File: src/rtl/me_pkg.sv
// Shared types, widths and the saturating adder for the motion-estimation SAD datapath.
`default_nettype none

package me_pkg;

  localparam int SAD_W = 14;
  localparam int PIX_W = 8;

  typedef enum logic [1:0] {
    IDLE  = 2'd0,
    ACCUM = 2'd1,
    HOLD  = 2'd2
  } state_t;

  // Unsigned add clamped to 2^width-1; operands and width must stay below 32 bits.
  function automatic logic [31:0] sat_add(input logic [31:0] a, input logic [31:0] b,
                                          input int unsigned width);
    logic [32:0] sum;
    logic [32:0] max_val;
    sum     = {1'b0, a} + {1'b0, b};
    max_val = (33'd1 << width) - 33'd1;
    return (sum > max_val) ? max_val[31:0] : sum[31:0];
  endfunction

endpackage

`default_nettype wire

File: src/rtl/sad_lane.sv
// One candidate lane: |cur - ref| feeding a saturating accumulator; acc_nxt is the value the lane takes next edge.
`default_nettype none

module sad_lane
  import me_pkg::*;
#(
  parameter int BIT_WIDTH = SAD_W,
  parameter int PIX_WIDTH = PIX_W
) (
  input  logic                 clk,
  input  logic                 rst,
  input  logic                 clr,
  input  logic                 en,
  input  logic [PIX_WIDTH-1:0] cur,
  input  logic [PIX_WIDTH-1:0] ref_pix,
  output logic [BIT_WIDTH-1:0] acc_nxt
);

  logic signed [PIX_WIDTH:0] diff;
  logic        [PIX_WIDTH:0] mag;
  logic        [PIX_WIDTH-1:0] abs_diff;
  logic        [BIT_WIDTH-1:0] acc_q, acc_d;

  always_comb begin
    diff     = $signed({1'b0, cur}) - $signed({1'b0, ref_pix});
    mag      = diff[PIX_WIDTH] ? $unsigned(-diff) : $unsigned(diff);
    abs_diff = mag[PIX_WIDTH-1:0];
    acc_d    = acc_q;
    if (clr) begin
      acc_d = '0;
    end else if (en) begin
      acc_d = BIT_WIDTH'(sat_add(32'(acc_q), 32'(abs_diff), BIT_WIDTH));
    end
  end

  always_ff @(posedge clk or posedge rst) begin
    if (rst) acc_q <= '0;
    else     acc_q <= acc_d;
  end

  assign acc_nxt = acc_d;

endmodule

`default_nettype wire

File: src/rtl/sad_accumulator.sv
// Block SAD accumulator: NUM_CAND parallel lanes over PIXELS beats, result held until the comparator tree takes it.
`default_nettype none

module sad_accumulator
  import me_pkg::*;
#(
  parameter int BIT_WIDTH = SAD_W,
  parameter int PIX_WIDTH = PIX_W,
  parameter int NUM_CAND  = 4,
  parameter int PIXELS    = 64
) (
  input  logic                          clk,
  input  logic                          rst,
  input  logic                          start,
  input  logic                          in_valid,
  output logic                          in_ready,
  input  logic [PIX_WIDTH-1:0]          cur_pix,
  input  logic [NUM_CAND*PIX_WIDTH-1:0] ref_pix,
  output logic                          sad_valid,
  input  logic                          sad_ready,
  output logic [NUM_CAND*BIT_WIDTH-1:0] sad,
  output logic                          busy
);

  localparam int CNT_W = (PIXELS > 1) ? $clog2(PIXELS) : 1;

  state_t                        state_q, state_d;
  logic [CNT_W-1:0]              cnt_q, cnt_d;
  logic [NUM_CAND*BIT_WIDTH-1:0] sad_q, sad_d;
  logic                          sad_valid_q, sad_valid_d;
  logic [NUM_CAND*BIT_WIDTH-1:0] acc_nxt_all;
  logic                          accept, lane_clr, lane_en, last_beat;

  genvar gi;
  generate
    for (gi = 0; gi < NUM_CAND; gi++) begin : g_lane
      sad_lane #(
        .BIT_WIDTH(BIT_WIDTH),
        .PIX_WIDTH(PIX_WIDTH)
      ) u_lane (
        .clk    (clk),
        .rst    (rst),
        .clr    (lane_clr),
        .en     (lane_en),
        .cur    (cur_pix),
        .ref_pix(ref_pix[gi*PIX_WIDTH +: PIX_WIDTH]),
        .acc_nxt(acc_nxt_all[gi*BIT_WIDTH +: BIT_WIDTH])
      );
    end
  endgenerate

  always_comb begin
    accept      = in_valid && (state_q == ACCUM);
    // start wins over a coincident beat, and is ignored while a result is held
    lane_clr    = start && (state_q != HOLD);
    lane_en     = accept && !start;
    last_beat   = lane_en && (cnt_q == CNT_W'(PIXELS - 1));
    state_d     = state_q;
    cnt_d       = cnt_q;
    sad_d       = sad_q;
    sad_valid_d = sad_valid_q;
    case (state_q)
      IDLE: begin
        if (start) begin
          state_d = ACCUM;
          cnt_d   = '0;
        end
      end
      ACCUM: begin
        if (start) begin
          cnt_d = '0;
        end else if (last_beat) begin
          cnt_d       = '0;
          state_d     = HOLD;
          sad_d       = acc_nxt_all;
          sad_valid_d = 1'b1;
        end else if (lane_en) begin
          cnt_d = cnt_q + CNT_W'(1);
        end
      end
      HOLD: begin
        if (sad_ready) begin
          state_d     = IDLE;
          sad_valid_d = 1'b0;
        end
      end
      default: begin
        state_d     = IDLE;
        sad_valid_d = 1'b0;
      end
    endcase
  end

  always_ff @(posedge clk or posedge rst) begin
    if (rst) begin
      state_q     <= IDLE;
      cnt_q       <= '0;
      sad_q       <= '0;
      sad_valid_q <= 1'b0;
    end else begin
      state_q     <= state_d;
      cnt_q       <= cnt_d;
      sad_q       <= sad_d;
      sad_valid_q <= sad_valid_d;
    end
  end

  assign in_ready  = (state_q == ACCUM);
  assign busy      = (state_q != IDLE);
  assign sad       = sad_q;
  assign sad_valid = sad_valid_q;

endmodule

`default_nettype wire
File: config.mk
export PLATFORM = sky130hd
export DESIGN_NAME = sad_accumulator
export DESIGN_NICKNAME = d
export VERILOG_FILES = /design/src/rtl/me_pkg.sv /design/src/rtl/sad_lane.sv /design/src/rtl/sad_accumulator.sv
export SDC_FILE = /design/constraint.sdc
export NUM_CORES = 1
export LEC_CHECK = 0
export CORE_UTILIZATION = 35
export CTS_CLUSTER_SIZE = 30
export DETAILED_ROUTE_END_ITERATION = 10
export GPL_TIMING_DRIVEN = 0
export PLACE_DENSITY = 0.52
export SLEW_MARGIN = 20
export SYNTH_ARGS = -nofsm -noshare
export SYNTH_HDL_FRONTEND = slang
export SYNTH_SLANG_ARGS = --single-unit
File: constraint.sdc
create_clock -name clk -period 4.6 [get_ports clk]
set_input_delay 0.92 -clock clk [delete_from_list [all_inputs] [get_ports clk]]
set_output_delay 0.92 -clock clk [all_outputs]
set_load 0.03 [all_outputs]
==> load_flow_metrics.sql <==
INSERT INTO impl_metrics (metric_group, metric, value, unit) VALUES
('sta', 'finClkSkew', '0.01005', 'ns'),
('detailed_routing', 'drtPass1Iterations', '5', ''),
('job', 'drv_cap', '0', ''),
('clock_tree', 'cts.clk_slew.worst_paths', '0.06', 'ns'),
('sta', 'final.hold.worst_slack', '0.4768', 'ns'),
('sta', 'max_freq', '224.3', 'MHz'),
('final_layout', 'num_antenna_cells', '0', ''),
('min_path', 'hold_end', 'sad[10]', ''),
('final_layout', 'final_common_cell', 'sky130_fd_sc_hd__dfrtp_1', ''),
('clock_tree', 'htree_levels', '4', ''),
('clock_tree', 'clock_path_buffers', '2', ''),
('die', 'core', '23680', 'µm²'),
('placed_design', 'io_buffers', '102', ''),
('min_path', 'hold_path_depth', '2', ''),
('sta', 'final.period_utilization', '96.92', '%'),
('critical_path', 'cp_data_arrival_time', '4.76', 'ns'),
('global_routing', 'gr-total-overflow', '0', ''),
('synth', 'synth-edff-count', '0', ''),
('global_routing', 'via_count_of_the_first_global_routing_pass', '7223', ''),
('synth', 'seq_area_frac_synth', '35.54', '%'),
('placed_design', 'placed_cells_incl_taps', '1380', ''),
('final_layout', 'fin_cells', '1434', ''),
('sta', 'final_slew_viol_count', '0', ''),
('detailed_routing', 'viasPerCell', '5.157', ''),
('critical_path', 'stage_delay_of_the_slowest_cell_on_the_critical_path', '0.50', 'ns'),
('synth', 'postSynthRegisterBits', '121', ''),
('sta', 'final_period_minus_worst_setup_slack', '4.458', 'ns'),
('placed_design', 'place_worst_setup_slack', '-1.158', 'ns'),
('clock_tree', 'cts_made_buffers', '17', ''),
('final_layout', 'final_net_count', '1232', ''),
('critical_path', 'critical_path.slowest_cell', 'sky130_fd_sc_hd__clkdlybuf4s50_1', ''),
('synth', 'synth_nets', '1088', ''),
('synth', 'postSynthAreaPerCell', '8.894', 'µm²'),
('critical_path', 'reg2regPathDepth', '7', ''),
('critical_path', 'cp_class', 'in -> reg', ''),
('final_layout', 'layout.cells.most_common_list', '121 x sky130_fd_sc_hd__dfrtp_1, 99 x sky130_fd_sc_hd__clkdlybuf4s50_1, 96 x sky130_fd_sc_hd__nor2_1, 90 x sky130_fd_sc_hd__nand2_1, 73 x sky130_fd_sc_hd__ha_1', ''),
('clock_tree', 'clkLatencyLatePin', '0.43', 'ns'),
('pwr', 'max-vdd-ir-drop', '256.2', 'µV'),
('die', 'floorplan.io_pins', '104', ''),
('critical_path', 'critical_path_required', '4.90', 'ns'),
('critical_path', 'cell_chain_of_the_critical_path', 'clkdlybuf4s50_1 > ha_4 > inv_1 > fa_2 > a211oi_4 > o21ai_1 > a21o_1 > a21o_4 > mux2_4 > fa_2 > a211oi_2 > o21ai_2 > o31a_1 > buf_4 > nor3_1 > o31ai_1', ''),
('detailed_routing', 'drt_iter0_drcs', '321', ''),
('critical_path', 'timing.rr.start', 'state_q[1]', ''),
('critical_path', 'critPathMostFrequentCell', 'sky130_fd_sc_hd__fa_2', ''),
('detailed_routing', 'route.detailed.drc', '0', ''),
('synth', 'synthCells', '958', ''),
('clock_tree', 'clock_tree.root_cell', 'sky130_fd_sc_hd__clkbuf_16', ''),
('min_path', 'min_path_type', 'reg -> reg', ''),
('detailed_routing', 'route.antenna.remaining_nets', '0', ''),
('synth', 'yosys_warnings', '0', ''),
('global_routing', 'grt_pass1_wl', '37320', 'µm'),
('placed_design', 'routabilityCongestion', '0.8372', ''),
('final_layout', 'postLayoutCoreUtil', '46.99', '%'),
('critical_path', 'worst_r2r_endpoint', 'g_lane[2].u_lane.acc_q[5]', ''),
('die', 'die_h', '158.0', 'µm'),
('detailed_routing', 'totalWireLength', '23880', 'µm'),
('final_layout', 'flow.area_growth_from_synthesis', '30.60', '%'),
('critical_path', 'end_kind', 'flop', ''),
('pwr', 'powerDensity', '411.1', 'nW/µm²'),
('global_routing', 'grt_max_degree', '102', ''),
('detailed_routing', 'routed-via-count', '7395', ''),
('placed_design', 'dpl.hpwl', '17710', 'µm'),
('synth', 'prevailing_post_synth_register_cell', 'sky130_fd_sc_hd__dfrtp_1', ''),
('pwr', 'p_leak', '5.046', 'nW'),
('sta', 'slew_headroom', '43.48', '%'),
('outcome', 'outcome', 'finished clean', ''),
('global_routing', 'antenna_found_initial', '0', ''),
('sta', 'timing.final.setup_violations', '0', ''),
('clock_tree', 'post_cts_hold_buffer_count', '0', ''),
('global_routing', 'track_usage', '19.54', '%'),
('die', 'die-width', '158.0', 'µm');
==> metrics by stage <==
step	total power, W	setup TNS [ns]	area, µm²
global route	0.004857	-0.05020	11130
floorplan	0.002527	0	8521
global placement	0.002913	-272.96	9941
detailed placement	0.002933	-90.64	9976
CTS	0.004448	0	10800
finish	0.004575	0	11130
==> repair_timing <==
action / CTS / global route
pin swaps: 14 / 35
endpoints found under the setup margin: 112 / 96
resized for setup: 36 / 49
buffers inserted: 9 / 13
==> critical path, delay by kind of cell <==
family          cells  cell delay (ns)
buf+inv             3             0.72
fa+ha+maj           3             0.91
simple gates        1             0.34
mux                 1             0.32
compound gates      8             1.55
==> logic make-up (layout without fill, tap and decap cells) <==
group | after synthesis | in the layout | share of synthesized area [%]
buf+inv | 90 | 247 | 4.464
mux | 30 | 30 | 3.744
flops | 121 | 121 | 35.54
xor+xnor | 70 | 70 | 7.195
simple gates | 298 | 298 | 16.33
fa+ha+maj | 85 | 85 | 13.19
compound gates | 264 | 264 | 19.55
==> synthesized netlist by cell type (7+ instances only) <==
cell type / count / area [µm²]
sky130_fd_sc_hd__dfrtp_1: 121 / 3028
sky130_fd_sc_hd__nor2_1: 96 / 360.4
sky130_fd_sc_hd__nand2_1: 90 / 337.8
sky130_fd_sc_hd__ha_1: 77 / 963.4
sky130_fd_sc_hd__a21oi_1: 63 / 315.3
sky130_fd_sc_hd__inv_1: 63 / 236.5
sky130_fd_sc_hd__o21ai_0: 58 / 290.3
sky130_fd_sc_hd__xnor2_1: 51 / 446.7
sky130_fd_sc_hd__a31oi_1: 33 / 206.5
sky130_fd_sc_hd__nand3_1: 31 / 155.2
sky130_fd_sc_hd__a21o_1: 19 / 142.6
sky130_fd_sc_hd__xor2_1: 19 / 166.4
sky130_fd_sc_hd__and3_1: 18 / 112.6
sky130_fd_sc_hd__mux2_2: 15 / 168.9
sky130_fd_sc_hd__mux2i_1: 15 / 150.1
sky130_fd_sc_hd__o31ai_1: 15 / 112.6
sky130_fd_sc_hd__o21a_1: 14 / 105.1
sky130_fd_sc_hd__nand2b_1: 12 / 75.07
sky130_fd_sc_hd__a211oi_1: 11 / 82.58
sky130_fd_sc_hd__clkbuf_1: 11 / 41.29
sky130_fd_sc_hd__buf_2: 10 / 50.05
sky130_fd_sc_hd__nor3_1: 9 / 45.04
sky130_fd_sc_hd__fa_1: 8 / 160.2
sky130_fd_sc_hd__nand4_1: 8 / 50.05
sky130_fd_sc_hd__o211ai_1: 8 / 60.06
sky130_fd_sc_hd__o21ai_1: 8 / 40.04
sky130_fd_sc_hd__o21bai_1: 8 / 60.06
sky130_fd_sc_hd__nor2b_1: 7 / 43.79
==> how the worst max path moves through the flow <==
stage	endpoint	cells past startpoint	slack, ns	start
5_1_grt	sad[8]	16	-0.03	ref_pix[0]
2_1_floorplan	sad[47]	16	0.01	cur_pix[0]
3_3_place_gp	sad[29]	2	-1.52	rst
3_5_place_dp	sad[21]	14	-1.16	cur_pix[1]
4_1_cts	sad[11]	17	0.01	cur_pix[0]
6_report	sad[55]	16	0.14	ref_pix[24]
==> where the power goes <==
group          internal [W]  total [W]  switching, W
sequential          0.00115    0.00122     0.0000707
clock              0.000891    0.00138      0.000490
combinational      0.000873    0.00197       0.00110
total               0.00292    0.00457       0.00166
==> sequential cells by signal, indices dropped and copies added (netlist names) <==
name / flops
g_lane.u_lane.acc_q: 56
sad: 56
state_q: 2
sad_valid: 1
cnt_q: 6
==> final cells by class <==
class                      count  area (µm²)  share of cell area, %
clock inverter                 8       117.6                  1.057
tap                          319       399.1                  3.587
inverter                      63       246.5                  2.215
clock buffer                  24       481.7                  4.329
sequential                   121        3028                  27.21
buffer                        27       157.7                  1.417
multi-input combinational    747        5480                  49.25
timing repair buffer         125        1217                  10.94
==> metal layers <==
layer	global-route usage [%]	vias up	share of wire (%)	routed length, µm
li1	-	3680	-	-
met4	4.029	0	1.0	250
met2	34.57	115	51	12070
met1	24.88	3585	45	10820
met5	0	-	0	0
met3	3.285	15	3.1	738
Power figures use the tool's default switching activity.
